### src/rtl/decoder_stage_pipe.sv
`default_nettype none
// ============================================================================
//  Module   : decoder_stage_pipe
//  Purpose  : MIPS ID stage with integrated 2R1W register file, MEM/WB
//             operand bypass, one-cycle load-use interlock and ID/EX register.
//  Revision : 1.0  initial release
// ============================================================================
module decoder_stage_pipe #(
    parameter int AWIDTH    = 5,
    parameter int DWIDTH    = 32,
    parameter int IWIDTH    = 32,
    parameter int IMM_WIDTH = 16
) (
    input  logic              dp_clk,
    input  logic              dp_rst,
    input  logic              dp_i_ce,
    input  logic [IWIDTH-1:0] dp_i_instr,
    input  logic              dp_i_flush,
    input  logic              dp_i_wb_wr,
    input  logic [AWIDTH-1:0] dp_i_wb_addr,
    input  logic [DWIDTH-1:0] dp_i_wb_data,
    input  logic              dp_i_fwd_en,
    input  logic [AWIDTH-1:0] dp_i_fwd_addr,
    input  logic [DWIDTH-1:0] dp_i_fwd_data,
    output logic              dp_o_stall,
    output logic              dp_o_ce,
    output logic [5:0]        dp_o_opcode,
    output logic [5:0]        dp_o_funct,
    output logic [4:0]        dp_o_shamt,
    output logic [DWIDTH-1:0] dp_o_data_rs,
    output logic [DWIDTH-1:0] dp_o_data_rt,
    output logic [DWIDTH-1:0] dp_o_imm,
    output logic [AWIDTH-1:0] dp_o_dest,
    output logic              dp_o_reg_wr,
    output logic              dp_o_mem_rd
);

    localparam int         c_NREGS     = 2 ** AWIDTH;
    localparam logic [5:0] c_OP_RTYPE  = 6'h00;
    localparam logic [5:0] c_OP_ADDI   = 6'h08;
    localparam logic [5:0] c_OP_ADDIU  = 6'h09;
    localparam logic [5:0] c_OP_SLTI   = 6'h0A;
    localparam logic [5:0] c_OP_SLTIU  = 6'h0B;
    localparam logic [5:0] c_OP_ANDI   = 6'h0C;
    localparam logic [5:0] c_OP_ORI    = 6'h0D;
    localparam logic [5:0] c_OP_XORI   = 6'h0E;
    localparam logic [5:0] c_OP_LUI    = 6'h0F;
    localparam logic [5:0] c_OP_LW     = 6'h23;

    // ---------------- instruction fields ----------------
    logic [5:0]           w_opcode;
    logic [5:0]           w_funct;
    logic [4:0]           w_shamt;
    logic [AWIDTH-1:0]    w_rs;
    logic [AWIDTH-1:0]    w_rt;
    logic [AWIDTH-1:0]    w_rd;
    logic [IMM_WIDTH-1:0] w_imm_raw;

    assign w_opcode  = dp_i_instr[31:26];
    assign w_funct   = dp_i_instr[5:0];
    assign w_shamt   = dp_i_instr[10:6];
    assign w_rs      = dp_i_instr[25:21];
    assign w_rt      = dp_i_instr[20:16];
    assign w_rd      = dp_i_instr[15:11];
    assign w_imm_raw = dp_i_instr[IMM_WIDTH-1:0];

    // ---------------- register file ----------------
    logic [DWIDTH-1:0] regfile_q [c_NREGS];
    logic [DWIDTH-1:0] regfile_d [c_NREGS];

    always_comb begin
        regfile_d = regfile_q;
        if (dp_i_wb_wr && (dp_i_wb_addr != '0)) begin
            regfile_d[dp_i_wb_addr] = dp_i_wb_data;
        end
    end

    always_ff @(posedge dp_clk) begin
        if (dp_rst) begin
            regfile_q <= '{default: '0};
        end else begin
            regfile_q <= regfile_d;
        end
    end

    // MEM result is younger than the WB result, so it wins.
    function automatic logic [DWIDTH-1:0] f_resolve(
        input logic [AWIDTH-1:0] addr,
        input logic [DWIDTH-1:0] rf_data,
        input logic              fwd_en,
        input logic [AWIDTH-1:0] fwd_addr,
        input logic [DWIDTH-1:0] fwd_data,
        input logic              wb_wr,
        input logic [AWIDTH-1:0] wb_addr,
        input logic [DWIDTH-1:0] wb_data
    );
        logic [DWIDTH-1:0] v;
        if (addr == '0)                         v = '0;
        else if (fwd_en && (fwd_addr == addr))  v = fwd_data;
        else if (wb_wr && (wb_addr == addr))    v = wb_data;
        else                                    v = rf_data;
        return v;
    endfunction

    logic [DWIDTH-1:0] w_data_rs;
    logic [DWIDTH-1:0] w_data_rt;

    assign w_data_rs = f_resolve(w_rs, regfile_q[w_rs], dp_i_fwd_en, dp_i_fwd_addr,
                                 dp_i_fwd_data, dp_i_wb_wr, dp_i_wb_addr, dp_i_wb_data);
    assign w_data_rt = f_resolve(w_rt, regfile_q[w_rt], dp_i_fwd_en, dp_i_fwd_addr,
                                 dp_i_fwd_data, dp_i_wb_wr, dp_i_wb_addr, dp_i_wb_data);

    // ---------------- decode ----------------
    logic              w_zext;
    logic              w_writes;
    logic [DWIDTH-1:0] w_imm;
    logic [AWIDTH-1:0] w_dest;

    always_comb begin
        w_zext   = 1'b0;
        w_writes = 1'b0;
        case (w_opcode)
            c_OP_ANDI, c_OP_ORI, c_OP_XORI: begin
                w_zext   = 1'b1;
                w_writes = 1'b1;
            end
            c_OP_RTYPE, c_OP_ADDI, c_OP_ADDIU, c_OP_SLTI, c_OP_SLTIU,
            c_OP_LUI, c_OP_LW: begin
                w_writes = 1'b1;
            end
            default: begin
                w_writes = 1'b0;
            end
        endcase
    end

    assign w_imm  = w_zext ? DWIDTH'(w_imm_raw) : DWIDTH'($signed(w_imm_raw));
    assign w_dest = (w_opcode == c_OP_RTYPE) ? w_rd : w_rt;

    // ---------------- ID/EX register ----------------
    logic              ce_q,      ce_d;
    logic [5:0]        opcode_q,  opcode_d;
    logic [5:0]        funct_q,   funct_d;
    logic [4:0]        shamt_q,   shamt_d;
    logic [DWIDTH-1:0] data_rs_q, data_rs_d;
    logic [DWIDTH-1:0] data_rt_q, data_rt_d;
    logic [DWIDTH-1:0] imm_q,     imm_d;
    logic [AWIDTH-1:0] dest_q,    dest_d;
    logic              reg_wr_q,  reg_wr_d;
    logic              mem_rd_q,  mem_rd_d;

    logic w_hz;
    logic w_issue;

    // A load in EX whose result is needed now forces one bubble.
    assign w_hz = dp_i_ce & ce_q & mem_rd_q & (dest_q != '0) &
                  ((dest_q == w_rs) | (dest_q == w_rt));
    assign w_issue    = dp_i_ce & ~dp_i_flush & ~w_hz;
    assign dp_o_stall = w_hz & ~dp_i_flush;

    always_comb begin
        opcode_d  = opcode_q;
        funct_d   = funct_q;
        shamt_d   = shamt_q;
        data_rs_d = data_rs_q;
        data_rt_d = data_rt_q;
        imm_d     = imm_q;
        dest_d    = dest_q;
        ce_d      = w_issue;
        reg_wr_d  = w_issue & w_writes;
        mem_rd_d  = w_issue & (w_opcode == c_OP_LW);
        if (w_issue) begin
            opcode_d  = w_opcode;
            funct_d   = w_funct;
            shamt_d   = w_shamt;
            data_rs_d = w_data_rs;
            data_rt_d = w_data_rt;
            imm_d     = w_imm;
            dest_d    = w_dest;
        end
    end

    always_ff @(posedge dp_clk) begin
        if (dp_rst) begin
            ce_q      <= 1'b0;
            opcode_q  <= '0;
            funct_q   <= '0;
            shamt_q   <= '0;
            data_rs_q <= '0;
            data_rt_q <= '0;
            imm_q     <= '0;
            dest_q    <= '0;
            reg_wr_q  <= 1'b0;
            mem_rd_q  <= 1'b0;
        end else begin
            ce_q      <= ce_d;
            opcode_q  <= opcode_d;
            funct_q   <= funct_d;
            shamt_q   <= shamt_d;
            data_rs_q <= data_rs_d;
            data_rt_q <= data_rt_d;
            imm_q     <= imm_d;
            dest_q    <= dest_d;
            reg_wr_q  <= reg_wr_d;
            mem_rd_q  <= mem_rd_d;
        end
    end

    assign dp_o_ce      = ce_q;
    assign dp_o_opcode  = opcode_q;
    assign dp_o_funct   = funct_q;
    assign dp_o_shamt   = shamt_q;
    assign dp_o_data_rs = data_rs_q;
    assign dp_o_data_rt = data_rt_q;
    assign dp_o_imm     = imm_q;
    assign dp_o_dest    = dest_q;
    assign dp_o_reg_wr  = reg_wr_q;
    assign dp_o_mem_rd  = mem_rd_q;

endmodule
`default_nettype wire

### config.mk
export PLATFORM = sky130hd
export DESIGN_NAME = decoder_stage_pipe
export DESIGN_NICKNAME = d
export VERILOG_FILES = /design/src/rtl/decoder_stage_pipe.sv
export SDC_FILE = /design/constraint.sdc
export NUM_CORES = 2
export LEC_CHECK = 0
export ABC_AREA = 1
export BUFFER_PORTS_ARGS = -buffer_cell sky130_fd_sc_hd__buf_4
export CAP_MARGIN = 10
export CORE_AREA = 2 2 448 339
export CTS_CLUSTER_SIZE = 25
export DETAILED_ROUTE_END_ITERATION = 16
export DIE_AREA = 0 0 450 341
export HOLD_SLACK_MARGIN = 0.1
export MAX_ROUTING_LAYER = met4
export SYNTH_ARGS = -nofsm -noshare
export SYNTH_HDL_FRONTEND = slang
export SYNTH_SLANG_ARGS = --single-unit
### constraint.sdc
create_clock -name dp_clk -period 2 [get_ports dp_clk]
set_input_delay 0.3 -clock dp_clk [delete_from_list [all_inputs] [get_ports dp_clk]]
set_output_delay 0.3 -clock dp_clk [all_outputs]
set_load 0.01 [all_outputs]
# ---- Word-level counts from Yosys, hierarchy flattened
# Cells that the tools add are included.
dict set report totals {
  ff_bits 1145
  output_inout_bits 122
  inputBits 112
  wordCells 108
}
dict set report op_classes {
  n_eq_ne 15
  n_reduce_logical 13
  mux 19
  n_lt_le_gt_ge 4
  bitwise_logic 15
}
# operator count
set op_table {}
lappend op_table {{bitwise mux 1024 bit} 1}
lappend op_table {{two-way mux 32 bit} 12}
lappend op_table {{binary-select mux 32 bit (select 5 bit)} 2}
lappend op_table {{demux 32 bit (select 5 bit)} 1}
lappend op_table {{equality test 6 x 4 -> 1 bit, second input constant} 8}
lappend op_table {{equality test 5 bit} 6}
lappend op_table {{greater-or-equal comparator 6 bit, second input constant} 3}
lappend op_table {{NOT 5 -> 6 bit} 3}
lappend op_table {{zero test 5 bit} 2}
lappend op_table {{nonzero test 5 bit} 2}
lappend op_table {{OR reduction 10 bit} 1}
lappend op_table {{bitwise AND 1 bit} 9}
lappend op_table {{equality test 6 bit, second input constant} 1}
lappend op_table {{logical AND 1 bit} 6}
lappend op_table {{zero test 6 bit} 1}
lappend op_table {{less-than comparator 6 x 1 -> 1 bit, second input constant} 1}
lappend op_table {{two-way mux 5 bit} 1}
lappend op_table {{OR reduction 3 bit} 1}
lappend op_table {{two-way mux 1 bit} 2}
lappend op_table {{NOT 1 bit} 2}
lappend op_table {{OR 1 bit} 1}

# ---- Depth between registers and ports, before layout
dict set report logic_depth {
  depth_word 7
  mapped_depth 15
  depth_no_buf 11
}

# ---- Worst setup path before layout
# Ideal clock, no wire load.
dict set report synth_timing {
  kind {input port to flip-flop}
  start {in dp_i_instr[23]}
  end {reg data_rs_q[13], in the netlist dp_o_data_rs[13]}
  setup_ns 0.070
  arrival_time_ns 1.589
  t_required_ns 1.930
  n_path_buf 3
  cell_stages 12
  setup_slack_ns 0.340
  path_cell_list {buf_2 nor2_2 buf_4 clkbuf_1 a21oi_1 nand3_1 nand3_1 nand2_1 nand2_1 nand2_1 nand2_1 a21oi_1}
}
dict set report synth_between {
  elab_chain_cells 7
  word_cells_on_any_way 17
  cone_classes {eq/ne (3); mux (6); bitwise (5); reduce/logical (3)}
}
# item line
set synth_lines {}
lappend synth_lines {{start, declared} 17} ;# input logic [IWIDTH-1:0] dp_i_instr,
lappend synth_lines {{NOT 5 -> 6 bit (implied by the code)} 108} ;# assign w_data_rs = f_resolve(w_rs, regfile_q[w_rs], dp_i_fwd_en, dp_i_fwd_addr,
lappend synth_lines {{binary-select mux 32 bit (select 5 bit)} 108}
lappend synth_lines {{two-way mux 32 bit (implied by the code) (2 in series)} 108}
lappend synth_lines {{two-way mux 32 bit} 100} ;# else if (wb_wr && (wb_addr == addr)) v = wb_data;
lappend synth_lines {{two-way mux 32 bit} 99} ;# else if (fwd_en && (fwd_addr == addr)) v = fwd_data;
lappend synth_lines {{two-way mux 32 bit} 98} ;# if (addr == '0) v = '0;
lappend synth_lines {{end signal, assigned} 200} ;# data_rs_q <= data_rs_d;
lappend synth_lines {{end, declared} 145} ;# logic [DWIDTH-1:0] data_rs_q, data_rs_d;
# Several ways; a longest one is shown, not always the timed one. The select of a mux whose other input is x is not followed.
# A chain may end at the register's enable or synchronous reset.

# ---- Final worst setup path
dict set report layout_timing {
  start {reg dest_q[2], in the netlist dp_o_dest[2]}
  end {out dp_o_stall}
}
dict set report layout_between {
  elab_chain_cells 4
  word_cells_on_any_way 7
  cone_classes {eq/ne (2); bitwise (4); reduce/logical (1)}
}
# item line
set layout_lines {}
lappend layout_lines {{start, declared} 148} ;# logic [AWIDTH-1:0] dest_q, dest_d;
lappend layout_lines {{start signal, assigned} 203} ;# dest_q <= dest_d;
lappend layout_lines {{equality test 5 bit or nonzero test 5 bit (tied branches)} {157, 156}}
lappend layout_lines {{OR 1 bit or bitwise AND 1 bit (tied branches)} {157, 156}}
lappend layout_lines {{bitwise AND 1 bit (*)} 156} ;# assign w_hz = dp_i_ce & ce_q & mem_rd_q & (dest_q != '0) &
lappend layout_lines {{bitwise AND 1 bit (*)} 159} ;# assign dp_o_stall = w_hz & ~dp_i_flush;
lappend layout_lines {{end, declared} 25} ;# output logic dp_o_stall,
# Mark *: on every way between the ends. The rest lies on a longest branch, timed or not.

==> reports/qor.yml <==
setup_path:
  critical_path_class: "reg -> out"
  cp.required_ps: 1700
  timing.rr.end: "dp_o_data_rs[15]"
  reg2reg_depth: 13
  worst-path-max-fanout: 5
  rrSetupSlack_ps: 70
  worstSetupEndpointType: "output pin"
  r2r_start: "dp_o_dest[1]"
  cp-start-kind: "flop"
  worstPathArrival_ps: 2000
global_routing:
  busiest_layer: "met2"
  grt_max_degree: 104
  antenna_found_initial: 7
  grt_pass1_vias: 59059
  use_met2: 0.497
  grt_pass1_wl_microns: 403000
  grt.total_usage: 0.356
  grt-ovfl-total: 0
  use_met1: 0.487
  use_met3: 0.0936
pwr:
  power.leakage_uw: 0.0275
  peakVddDrop_uv: 691
  power_density_mw_per_mm2: 747
  p_total_uw: 53800
synthesis:
  synth_compound_area_frac: 0.173
  synthDistinctLibCells: 27
  synthAdderAreaFrac: 0
  syn-cell-area_sq_mm: 0.0593
  ys_seq_area_frac: 0.378
  synth_area_leaders: "dfxtp_1, nand2_1, a211oi_1"
  synth_simple_gate_area_frac: 0.366
  synthXorXnorAreaFrac: 0.00251
  synth_top_family_by_area: "simple AND/OR/NAND/NOR gates"
  synth_nets: 9199
  synth_mux_area_frac: 0
  yosysTopAreaCellShare: 0.378
  yosysWarnings: 0
  ys_seq_elements: 1119
  synth.avg_cell_area_sq_um: 6.52
  synth_top_area_cell: "dfxtp_1"
  post_synth_inst_count: 9087
floorplanning:
  rows: 123
  die_w_microns: 450
  die_y_microns: 341
  start_util: 0.398
  ios: 234
  core_area_sq_mm: 0.149
  dieArea_sq_mm: 0.153
clock_tree:
  h-tree-depth: 3
  root_buffer: "clkbuf_16"
  cts_made_buffers: 115
  clockBufferDepth: 3
  tritoncts: "done"
  cts_sinks: 1119
  clk_latency_ps: 800
  clkTransAtPathRegs_ps: 60
place:
  dpl_cell_area_sq_mm: 0.0671
  hpwl_microns: 178000
  finalWeightedCongestion: 0.955
  place_ws_ps: -408
  portBuffers: 233
detailed_routing:
  drc: 0
  routedWlPerCell_microns: 24.3
  ant_nets: 0
  firstDrtPassIters: 9
  drt-initial-drc-count: 9462
  vias: 66087
  via_per_inst: 5.84
  totalWireLength_microns: 275000
outcome:
  violations: "negative setup slack"
  status: "finished with violations"
sta:
  worstMarginPinSlew_ps: 644
  slew_headroom: 0.570
  final_hold_viol_count: 0
  drv_slew: 0
  fin_skew_ps: 42.3
  finalSetupViolCount: 1
  rsz0062_at_grt: "true"
  finalCriticalPeriod_ps: 2300
  period_share: 1.15
  worst_slack_ps: -296
  fmax_ghz: 0.436
layout:
  area.growth.synth_to_final_pct: 21.4
  final_cell_mix: "nand2_1, nor2_1, nand3_1, dfxtp_1, a211oi_1"
  design_area_sq_mm: 0.0720
  final_common_cell: "nand2_1"
  nets: 9327
  fill_cells: 15073
  drive_above_1_share: 0.121
job:
  drv_cap: 0
hold_path:
  min_path_cells: 3
  hold_end: "regfile_q[344]"
  hold_class: "in -> reg"
  hp-start: "dp_i_wb_data[24]"
synthesized netlist by cell type:
master and number:
a211oi_1 993, a21oi_1 343, a21oi_2 1, buf_1 52
buf_2 268, buf_4 82, buf_6 20, clkbuf_1 468
clkinv_1 1, dfxtp_1 1119, inv_1 149, inv_2 23
nand2_1 2813, nand2_2 1, nand2b_1 2, nand3_1 1167
nand3_2 4, nand4_1 5, nor2_1 1293, nor2_2 24
nor2_4 9, nor3_1 19, nor4_1 1, o21ai_0 206
o22ai_1 7, xnor2_1 2, xor2_1 15
worst max-delay path, cell delays in order, from the launching register on:
cell and delay [ps]:
dfxtp_4 380, xor2_1 150, nor2_1 160, nand3_1 100, nand2_1 80, nand2_2 60
buf_6 110, nor2_2 60, buf_4 110
sequential cells by signal, summed over array words and instances (netlist names):
signal and cells:
regfile_q 1024, dp_o_imm 8, dp_o_ce 1, dp_o_data_rs 32, dp_o_funct 5, dp_o_dest 5
dp_o_mem_rd 1, dp_o_data_rt 32, dp_o_reg_wr 1, dp_o_shamt 4, dp_o_opcode 6
per-layer routing:
| layer | up-vias | part of all wire |
|---|---|---|
| met4 | 0 | 0.044 |
| met5 | - | 0 |
| met3 | 705 | 0.13 |
| li1 | 30687 | - |
| met2 | 4027 | 0.41 |
| met1 | 30668 | 0.42 |
cells by family after synthesis:
logic type,count (synthesis)
DFF,1119
AOI/OAI and AO/OA,1550
xor gates and xnor gates,17
buffers and inverters,1063
and+or+nand+nor,5338
through the flow:
stage / TNS [ps] / hold slack (ps) / util / instances
after detailed placement: -12230 / 432 / 0.450 / 11026
final: -296 / 166 / 0.483 / 11321
after CTS: -374 / 125 / 0.482 / 11315
after global placement: -11800 / 430 / 0.450 / 11026
after floorplan: 0 / 416 / - / 9087
after global routing: -669 / 182 / 0.483 / 11319
final cells by class:
class                           count  area (sq um)  share of cell area
Antenna cell                        6          15.0            0.000209
Clock buffer                      163          3360              0.0467
Clock inverter                     54           672             0.00933
Inverter                          173           692             0.00961
Multi-Input combinational cell   6905         32400               0.450
Sequential cell                  1119         22400               0.311
Tap cell                         2000          2500              0.0348
Timing Repair Buffer              901          9980               0.139
worst max-delay path by stage:
| stage | depth (start not counted) | to | startpoint | slack [ps] |
|---|---|---|---|---|
| 2_1_floorplan | 12 | dp_o_data_rs[13] | dp_i_instr[23] | 340 |
| 5_1_grt | 8 | dp_o_stall | dp_o_dest[2] | -380 |
| 6_report | 8 | dp_o_stall | dp_o_dest[2] | -300 |
| 3_3_place_gp | 12 | dp_o_data_rs[2] | dp_i_instr[21] | -350 |
| 4_1_cts | 8 | dp_o_stall | dp_o_dest[3] | -370 |
| 3_5_place_dp | 12 | dp_o_data_rt[26] | dp_i_instr[17] | -410 |
report_power, final:
group | leakage, uW | total (uW) | internal [uW] | switching [uW]
logic | 0.0165 | 7510 | 2430 | 5080
clock network | 0.00199 | 23400 | 13300 | 10100
registers | 0.00904 | 22900 | 22600 | 294
timing repair:
item                                    4_1_cts  5_1_grt
pin swaps                                     5        6
hold buffers                                 69        0
gates cloned                                  0        0
endpoints found under the hold margin       146        0
buffers inserted                              3        0
resized for setup                            10       35
endpoints found under the setup margin        4       68
Power figures use the tool's default switching activity.
